**config.mk**
```make
export PLATFORM = sky130hd
export DESIGN_NAME = tx_frame_streamer_flat
export DESIGN_NICKNAME = d
export VERILOG_FILES = /design/src/rtl/tx_frame_streamer_if.sv /design/src/rtl/tx_frame_streamer.sv /design/src/flat_wrapper.sv
export SDC_FILE = /design/constraint.sdc
export NUM_CORES = 1
export LEC_CHECK = 0
export BUFFER_PORTS_ARGS = -buffer_cell sky130_fd_sc_hd__buf_4
export CAP_MARGIN = 20
export CORE_UTILIZATION = 51
export CTS_BUF_LIST = sky130_fd_sc_hd__clkbuf_8
export DETAILED_ROUTE_END_ITERATION = 10
export PLACE_DENSITY = 0.78
export SYNTH_ARGS = -nofsm -noshare
export SYNTH_HDL_FRONTEND = slang
export SYNTH_SLANG_ARGS = --single-unit
export TNS_END_PERCENT = 10
```
**constraint.sdc**
```tcl
create_clock -name clk_i -period 2.6 [get_ports clk_i]
set_input_delay 0 -clock clk_i [delete_from_list [all_inputs] [get_ports clk_i]]
set_output_delay 0 -clock clk_i [all_outputs]
set_load 0.01 [all_outputs]
```
**src/rtl/tx_frame_streamer_if.sv**
```systemverilog
// Slot handshake, buffer-read port and transmit stream of tx_frame_streamer.
interface tx_frame_streamer_if #(
  parameter int data_width_p = 64
);
  localparam int bytes_lp = data_width_p / 8;

  logic                    slot_v_i;
  logic                    slot_ready_and_o;
  logic [15:0]             size_i;
  logic                    rd_v_o;
  logic [10:0]             rd_addr_o;
  logic [data_width_p-1:0] rd_data_i;
  logic                    tx_v_o;
  logic                    tx_ready_and_i;
  logic [data_width_p-1:0] tx_data_o;
  logic [bytes_lp-1:0]     tx_keep_o;
  logic                    tx_last_o;

  modport master (
    input  slot_v_i, size_i, rd_data_i, tx_ready_and_i,
    output slot_ready_and_o, rd_v_o, rd_addr_o, tx_v_o, tx_data_o, tx_keep_o, tx_last_o
  );

  modport slave (
    output slot_v_i, size_i, rd_data_i, tx_ready_and_i,
    input  slot_ready_and_o, rd_v_o, rd_addr_o, tx_v_o, tx_data_o, tx_keep_o, tx_last_o
  );
endinterface

```
**src/rtl/tx_frame_streamer.sv**
```systemverilog
// Reads one TX slot word by word from buffer memory and streams it out as keep-masked
// beats through a 2-entry FIFO, then releases the slot.
module tx_frame_streamer #(
  parameter int data_width_p = 64
) (
  input  logic                clk_i,
  input  logic                reset_i,
  tx_frame_streamer_if.master bus
);
  localparam int bytes_lp      = data_width_p / 8;
  localparam int addr_width_lp = 11;
  localparam int off_width_lp  = $clog2(bytes_lp);
  localparam int len_width_lp  = addr_width_lp + 1;

  typedef enum logic [1:0] {
    ST_IDLE    = 2'd0,
    ST_STREAM  = 2'd1,
    ST_DRAIN   = 2'd2,
    ST_RELEASE = 2'd3
  } state_e;

  state_e                   state_r, state_n_s;
  logic [addr_width_lp-1:0] addr_r;
  logic [len_width_lp-1:0]  words_left_r;
  logic [bytes_lp-1:0]      last_keep_r;
  logic                     infl_r, infl_last_r;
  logic [1:0]               count_r;
  logic                     wr_ptr_r, rd_ptr_r;
  logic [data_width_p-1:0]  data_mem_r [2];
  logic [bytes_lp-1:0]      keep_mem_r [2];
  logic [1:0]               last_mem_r;

  logic [len_width_lp-1:0]  len_s, words_s;
  logic [off_width_lp-1:0]  rem_s;
  logic [bytes_lp-1:0]      last_keep_s;
  logic [2:0]               pending_s;
  logic                     head_v_s, head_last_s, pop_s, credit_s;
  logic                     latch_s, rd_v_s, release_s;

  // Clamp the slot length and derive its word count and final-beat keep mask.
  always_comb begin
    if (bus.size_i > 16'd2048) begin
      len_s = 12'd2048;
    end else begin
      len_s = bus.size_i[len_width_lp-1:0];
    end
    words_s = (len_s + 12'(bytes_lp - 1)) >> off_width_lp;
    rem_s   = len_s[off_width_lp-1:0];
    for (int b = 0; b < bytes_lp; b++) begin
      last_keep_s[b] = (rem_s == {off_width_lp{1'b0}}) || (b < int'(rem_s));
    end
  end

  // A read may be issued when it would not overfill the FIFO once this cycle's pop leaves.
  assign head_v_s    = (count_r != 2'd0);
  assign head_last_s = last_mem_r[rd_ptr_r];
  assign pop_s       = head_v_s & bus.tx_ready_and_i;
  assign pending_s   = {1'b0, count_r} + {2'b00, infl_r} - {2'b00, pop_s};
  assign credit_s    = (pending_s < 3'd2);

  // Next-state and control decode.
  always_comb begin
    state_n_s = state_r;
    latch_s   = 1'b0;
    rd_v_s    = 1'b0;
    release_s = 1'b0;
    case (state_r)
      ST_IDLE: begin
        if (bus.slot_v_i) begin
          latch_s   = 1'b1;
          state_n_s = (len_s != 12'd0) ? ST_STREAM : ST_RELEASE;
        end else begin
          state_n_s = ST_IDLE;
        end
      end
      ST_STREAM: begin
        if (credit_s) begin
          rd_v_s    = 1'b1;
          state_n_s = (words_left_r == 12'd1) ? ST_DRAIN : ST_STREAM;
        end else begin
          state_n_s = ST_STREAM;
        end
      end
      ST_DRAIN: begin
        if (pop_s && head_last_s) begin
          state_n_s = ST_RELEASE;
        end else begin
          state_n_s = ST_DRAIN;
        end
      end
      ST_RELEASE: begin
        release_s = 1'b1;
        state_n_s = ST_IDLE;
      end
      default: begin
        state_n_s = ST_IDLE;
      end
    endcase
  end

  // State, read sequencing, in-flight tracking and the output FIFO.
  always_ff @(posedge clk_i) begin
    if (reset_i) begin
      state_r      <= ST_IDLE;
      addr_r       <= 11'd0;
      words_left_r <= 12'd0;
      last_keep_r  <= {bytes_lp{1'b0}};
      infl_r       <= 1'b0;
      infl_last_r  <= 1'b0;
      count_r      <= 2'd0;
      wr_ptr_r     <= 1'b0;
      rd_ptr_r     <= 1'b0;
      last_mem_r   <= 2'b00;
      for (int i = 0; i < 2; i++) begin
        data_mem_r[i] <= {data_width_p{1'b0}};
        keep_mem_r[i] <= {bytes_lp{1'b0}};
      end
    end else begin
      state_r <= state_n_s;
      if (latch_s) begin
        addr_r       <= 11'd0;
        words_left_r <= words_s;
        last_keep_r  <= last_keep_s;
      end else if (rd_v_s) begin
        addr_r       <= addr_r + 11'(bytes_lp);
        words_left_r <= words_left_r - 12'd1;
      end
      infl_r      <= rd_v_s;
      infl_last_r <= rd_v_s && (words_left_r == 12'd1);
      if (infl_r) begin
        data_mem_r[wr_ptr_r] <= bus.rd_data_i;
        keep_mem_r[wr_ptr_r] <= infl_last_r ? last_keep_r : {bytes_lp{1'b1}};
        last_mem_r[wr_ptr_r] <= infl_last_r;
        wr_ptr_r             <= ~wr_ptr_r;
      end
      if (pop_s) begin
        rd_ptr_r <= ~rd_ptr_r;
      end
      count_r <= count_r + {1'b0, infl_r} - {1'b0, pop_s};
    end
  end

  assign bus.slot_ready_and_o = release_s;
  assign bus.rd_v_o           = rd_v_s;
  assign bus.rd_addr_o        = addr_r;
  assign bus.tx_v_o           = head_v_s;
  assign bus.tx_data_o        = data_mem_r[rd_ptr_r];
  assign bus.tx_keep_o        = keep_mem_r[rd_ptr_r];
  assign bus.tx_last_o        = head_last_s;
endmodule

```
**src/flat_wrapper.sv**
```systemverilog
// flat-port wrapper written by rule: the top's interface ports become plain ports
module tx_frame_streamer_flat 
#(
  parameter int data_width_p = 64
)
  (clk_i, reset_i, bus_slot_v_i, bus_size_i, bus_rd_data_i, bus_tx_ready_and_i, bus_slot_ready_and_o, bus_rd_v_o, bus_rd_addr_o, bus_tx_v_o, bus_tx_data_o, bus_tx_keep_o, bus_tx_last_o);
  tx_frame_streamer_if #(.data_width_p(data_width_p)) bus_i ();
  input  logic clk_i;
  input  logic reset_i;
  input wire logic [$bits(bus_i.slot_v_i)-1:0] bus_slot_v_i;
  input wire logic [$bits(bus_i.size_i)-1:0] bus_size_i;
  input wire logic [$bits(bus_i.rd_data_i)-1:0] bus_rd_data_i;
  input wire logic [$bits(bus_i.tx_ready_and_i)-1:0] bus_tx_ready_and_i;
  output wire logic [$bits(bus_i.slot_ready_and_o)-1:0] bus_slot_ready_and_o;
  output wire logic [$bits(bus_i.rd_v_o)-1:0] bus_rd_v_o;
  output wire logic [$bits(bus_i.rd_addr_o)-1:0] bus_rd_addr_o;
  output wire logic [$bits(bus_i.tx_v_o)-1:0] bus_tx_v_o;
  output wire logic [$bits(bus_i.tx_data_o)-1:0] bus_tx_data_o;
  output wire logic [$bits(bus_i.tx_keep_o)-1:0] bus_tx_keep_o;
  output wire logic [$bits(bus_i.tx_last_o)-1:0] bus_tx_last_o;
  assign bus_i.slot_v_i = bus_slot_v_i;
  assign bus_i.size_i = bus_size_i;
  assign bus_i.rd_data_i = bus_rd_data_i;
  assign bus_i.tx_ready_and_i = bus_tx_ready_and_i;
  assign bus_slot_ready_and_o = bus_i.slot_ready_and_o;
  assign bus_rd_v_o = bus_i.rd_v_o;
  assign bus_rd_addr_o = bus_i.rd_addr_o;
  assign bus_tx_v_o = bus_i.tx_v_o;
  assign bus_tx_data_o = bus_i.tx_data_o;
  assign bus_tx_keep_o = bus_i.tx_keep_o;
  assign bus_tx_last_o = bus_i.tx_last_o;
  tx_frame_streamer #(.data_width_p(data_width_p)) u_core (.clk_i(clk_i), .reset_i(reset_i), .bus(bus_i));
endmodule
```
After elaboration in Yosys (flattened, before gate mapping) --
Memory sizes are Yosys's and may differ from the RTL's. A register that Yosys moved wholly into a read port is not among the register bits. Index checks and enable logic that the tools add are counted.
Storage, ports and cells: register bits 41, memory bits (writable) 144, input bits 84, output and inout port bits 87, logic and storage cells 92, memories kept 2
Operators by class: add/sub/neg operators 7, $lt $le $gt $ge 12, equal/unequal tests 4, multiplexer cells 35, bitwise logic cells 3, reduce and logical (&&, ||, !) cells 18
Memory list:
- u_core.data_mem_r | words 2, bits a word 64, read ports 1, clocked after Yosys merged registers in 1, write ports 2, line tx_frame_streamer.sv:29 | logic [data_width_p-1:0] data_mem_r [2];
- u_core.keep_mem_r | words 2, bits a word 8, read ports 1, clocked after Yosys merged registers in 1, write ports 2, line tx_frame_streamer.sv:30 | logic [bytes_lp-1:0] keep_mem_r [2];
Operators with widths (number):
- two-way mux 64 bit | 1
- OR reduction 64 bit | 1
- two-way mux 1 bit | 22
- two-way mux 9 bit | 2
- > comparator 16 x 12 -> 1 bit (second input constant) | 1
- two-way mux 8 bit | 2
- adder 12 x 3 -> 12 bit (second input constant) | 1
- == test 12 x 1 -> 1 bit (second input constant) | 1
- two-way mux 12 bit | 1
- nonzero test 12 bit | 1
- subtractor 12 x 1 -> 12 bit (second input constant) | 1
- adder 11 x 4 -> 11 bit (second input constant) | 1
- less-than comparator 3 bit (first input constant) | 3
- two-way mux 2 bit | 4
- one-hot mux 2 bit (4 select lines) | 1
- OR reduction 8 bit | 1
- logical OR 1 bit | 7
- less-than comparator 1 x 3 -> 1 bit (first input constant) | 2
- less-than comparator 2 x 3 -> 1 bit (first input constant) | 2
- == test 2 bit (second input constant) | 2
- less-than comparator 1 x 2 -> 1 bit (second input constant) | 2
- nonzero test 2 bit | 2
- adder 2 x 1 -> 3 bit | 1
- logical AND 1 bit | 3
- 13 further kinds | 14

Logic depth before layout (Yosys ltp) --
depth in word-level cells 8, gate-level depth with buffers 12, depth with buffers taken out 12

Least setup slack after synthesis --
No wires, ideal clock.
path type register to register, from register u_core.count_r[1], to register u_core.addr_r[10] (netlist: u_core.bus.rd_addr_o[10]), arrival time 2.794 ns, slack -0.312 ns, stages on the path, launching flop included 13, clock period less this slack 2.912 ns, path through dfxtp_1 > or2_2 > and2_1 > ha_1 > inv_1 > ha_1 > fa_1 > nor3b_1 > nand2_1 > buf_2 > nor3_1 > xnor2_1 > nor2_1
Between the ends: word-level cells in the longest chain between the ends 6, elaborated cells between the ends (all ways) 7, classes of those cells add/sub: 2; order compare: 1; mux: 2; bitwise: 1; reduce/logical: 1
RTL lines:
- start: declaration | line tx_frame_streamer.sv:27 | logic [1:0] count_r;
- start signal: assignment | line tx_frame_streamer.sv:139 | count_r <= count_r + {1'b0, infl_r} - {1'b0, pop_s};
- nonzero test 2 bit | line tx_frame_streamer.sv:55 | assign head_v_s = (count_r != 2'd0);
- via bus_tx_v_o | line flat_wrapper.sv:17 | output wire logic [$bits(bus_i.tx_v_o)-1:0] bus_tx_v_o;
- bitwise AND 1 bit | line tx_frame_streamer.sv:57 | assign pop_s = head_v_s & bus.tx_ready_and_i;
- via u_core.pop_s | line tx_frame_streamer.sv:37 | logic head_v_s, head_last_s, pop_s, credit_s;
- subtractor 3 x 1 -> 3 bit | line tx_frame_streamer.sv:58 | assign pending_s = {1'b0, count_r} + {2'b00, infl_r} - {2'b00, pop_s};
- via u_core.pending_s[1] | line tx_frame_streamer.sv:36 | logic [2:0] pending_s;
- less-than comparator 3 x 2 -> 1 bit | line tx_frame_streamer.sv:59 | assign credit_s = (pending_s < 3'd2);
- two-way mux 1 bit | line tx_frame_streamer.sv:77 | if (credit_s) begin
- two-way mux 1 bit | line tx_frame_streamer.sv:67 | case (state_r)
- end signal: assignment | line tx_frame_streamer.sv:125 | addr_r <= addr_r + 11'(bytes_lp);
- end: declaration | line tx_frame_streamer.sv:23 | logic [addr_width_lp-1:0] addr_r;
The timed path passes the listed nets, and every way through them passes these cells. A chain may end at the register's enable or synchronous reset.

Worst setup path after layout --
from register u_core.count_r[0], to register u_core.addr_r[6] (netlist: u_core.bus.rd_addr_o[6])
Between the ends: word-level cells in the longest chain between the ends 6, elaborated cells between the ends (all ways) 7, classes of those cells add/sub: 2; order compare: 1; mux: 2; bitwise: 1; reduce/logical: 1
RTL lines (line):
- nonzero test 2 bit | tx_frame_streamer.sv:55
- bitwise AND 1 bit | tx_frame_streamer.sv:57
- via u_core.pop_s | tx_frame_streamer.sv:37
- subtractor 3 x 1 -> 3 bit | tx_frame_streamer.sv:58
- via u_core.pending_s[1] | tx_frame_streamer.sv:36
- less-than comparator 3 x 2 -> 1 bit | tx_frame_streamer.sv:59
- two-way mux 1 bit | tx_frame_streamer.sv:77
- two-way mux 1 bit | tx_frame_streamer.sv:67
The timed path passes the listed nets, and every way through them passes these cells.

==> run metrics <==
status finished, violations left; failing checks negative setup slack; Area contributors post-synth edfxtp_1 (54%), and2_1 (10%), mux2_2 (10%); IO Pins 171; Syn Area/Cell 12.98 sq um; Combinational Power Share 30.8%; core area 0.01531 sq mm; EDFF count, synth 144; placed cell areas 0.009696 sq mm; sequential share of power 44.8%; area leader, netlist edfxtp_1; P_leak 4.510 nW; CTS root buffer clkbuf_8; Post-Synth Adder-Cell Area 1.023%; CTS Sinks 183; Post-Syn Area 0.008075 sq mm; die area 0.01634 sq mm; GR Util All Layers 23.35%; Clock power frac 24.3%; peak supply drop 0.5630 mV; Fin Clk Skew 0.01502 ns; setup ws final -0.1703 ns; footprint of the multi-input gates 0.002933 sq mm; Slew @ Worst Pin 0.9808 ns; Initial Utilization 52.73%; Simple-Gate Fraction of Synth Area 17.51%; count of input and output buffers 167; DRT iter0 DRCs 451; Hold Vio Cnt, Final 0; post-layout min period 2.770 ns; Async S/R FF share, synth 0%; sequential area share after synthesis 63.22%; worst-skew pair later-pin latency 0.46 ns; Reg area 0.005111 sq mm; vias per cell 5.182; initial antenna violation count 0; max-cap violations 0; number of diodes 0; hold_ws 0.03731 ns; RSZ-0062 raised after global routing true; Die H 127.8 microns; DRC Markers 0; largest family of logic cells by synthesized area simple AND/OR/NAND/NOR gates; crit path DAT 3.16 ns; vias in the first global route 5854; critical path class reg2reg; Int Power 5.914 mW; Switching Fraction 28.61%; distinct cell type count after synthesis 48; fin nets 978; post-synth top area share 53.55%; Commonest cells post-synth edfxtp_1 (144), and2_1 (130), mux2_2 (72); Post-Synth XOR/XNOR Area 2.928%; GRT overflow 0; Vias 5762; DRT antenna net count 0; Compound-Gate Fraction of Synth Area 2.913%; Pwr Density 744.8 mW/mm^2; Reg2Reg Setup Slack -0.17 ns; CP Launch Type flop; Detailed Place HPWL 10.96 mm; Num CTS Buffers 17; Peak Freq 0.3610 GHz; Slew headroom 34.61%; chip width 127.8 microns; area grow syn2layout 37.73%; mux cell area share after synthesis 10.04%; Pins Over Slew Limit 0; top-count cell post-synth edfxtp_1; global-route wire length before repair 29.06 mm; number of synthesized register bits 183; Max Buffers Root-to-Sink 2; Worst Path Max Fanout 6; Crit. End Element flop; Setup TNS -1.955 ns; WL met2 9.502 mm; synth warn 0; largest net degree at the start of global routing 74; Pwr Total 8.284 mW; Required @ worst endpoint 2.99 ns; crit share post-route 106.5%; Layout fillers 1039; Post-Syn Instances 622; Reg clk slew, reported paths 0.10 ns; Routed WL per cell 16.60 microns; DR pass1 iterations 5; CTS tree yes; row cnt 45; Top FF cell, synth edfxtp_1; GPL Wtd Cong 0.8154; DRT Wirelength 18.46 mm; endpoints failing setup 19; final instance area 0.01112 sq mm; routed metal-1 wire length 7.536 mm; uppermost layer routed met4; Tightest Hold Check Type in2reg; routed length on met3 1.109 mm; layout cells sized above 1 36.07%; CTS H-tree depth 4; P_sw 2.370 mW
## through the flow
step	cells	worst slack, ns	utilization [%]
finish	1112	-0.1703	72.62
global route	1112	-0.2652	72.62
CTS	1109	-0.1464	72.33
detailed placement	987	-0.2750	63.31
global placement	987	-0.1640	63.31
floorplan	624	-0.1174	-
## timing repair
action | 4_1_cts | 5_1_grt
pin swaps | 9 | 3
buffers inserted | 4 | 3
hold buffers | 86 | 0
resized for setup | 13 | 6
endpoints found under the hold margin | 153 | 0
setup endpoints to repair | 19 | 23
## cells in the final DEF, fill, tap and decap left out, types with 4 or more instances in the layout
| master | instances |
|---|---|
| xor2_1 | 13 |
| inv_1 | 14 |
| dfxtp_1 | 36 |
| edfxtp_1 | 144 |
| nand2_1 | 16 |
| nor2_1 | 53 |
| dlygate4sd3_1 | 86 |
| nor3_2 | 4 |
| a211oi_1 | 5 |
| xnor2_1 | 13 |
| nor4_1 | 4 |
| mux2_2 | 72 |
| nand3_1 | 7 |
| buf_6 | 5 |
| and2_1 | 129 |
| buf_4 | 184 |
| nand4_1 | 5 |
| or3_1 | 5 |
| bufinv_16 | 4 |
| clkbuf_8 | 17 |
| o22ai_1 | 9 |
## power by group through the flow
stage               registers [mW]  clock network, mW  logic [mW]
floorplan                     3.66                  0        1.33
global placement              3.74                  0        2.17
detailed placement            3.77                  0        2.22
CTS                           3.71               2.05        2.46
global route                  3.76               2.18        2.75
finish                        3.71               2.01        2.56
## cells by family (layout without fill, tap and decap cells)
| group | after synthesis | count (layout) |
|---|---|---|
| other | 1 | 3 |
| multiplexers | 72 | 72 |
| flip-flops | 183 | 183 |
| XOR/XNOR | 27 | 27 |
| buffers and inverters | 46 | 323 |
| adder cells (fa/ha/maj) | 6 | 6 |
| AND/OR/NAND/NOR | 253 | 253 |
| AO/OA/AOI/OAI | 34 | 34 |
## flip-flops by register name (all words and copies together), names as in the netlist, named ones only
name                  count
u_core.data_mem_r       128
u_core.keep_mem_r        16
u_core.words_left_r      12
u_core.bus.rd_addr_o      8
u_core.last_keep_r        8
u_core.count_r            2
u_core.last_mem_r         2
u_core.state_r            2
u_core.infl_last_r        1
u_core.infl_r             1
u_core.rd_ptr_r           1
u_core.wr_ptr_r           1
## path summary, 6_finish.rpt
kind,depth (start not counted),end,start
hold / removal,6,u_core.words_left_r[3],bus_size_i[13]
setup / recovery,11,u_core.bus.rd_addr_o[6],u_core.count_r[0]
setup reg to reg,11,u_core.bus.rd_addr_o[6],u_core.count_r[0]
hold reg to reg,2,u_core.last_mem_r[0],u_core.last_mem_r[0]
## per-layer routing
metal | up-vias | track usage (%)
li1 | 2718 | -
met2 | 206 | 41.72
met5 | - | 0
met4 | 0 | 7.612
met3 | 24 | 5.050
met1 | 2814 | 28.00
## area by class of cell
| type | instances | area share [%] |
|---|---|---|
| clock inverter | 15 | 1.676 |
| multi-input combinational | 395 | 26.37 |
| timing repair buffer | 277 | 21.03 |
| inverter | 14 | 0.4950 |
| clock buffer | 17 | 2.104 |
| sequential | 183 | 45.96 |
| tap | 211 | 2.374 |
## worst max-delay path: stages (launching register included)
cell,delay (ns)
dfxtp_2,0.33
or2_4,0.22
and2_4,0.17
ha_4,0.25
inv_2,0.04
ha_4,0.14
fa_1,0.48
nor3b_2,0.24
nand2_2,0.18
buf_6,0.19
or3_1,0.33
a21oi_2,0.13
Power figures use the tool's default switching activity.
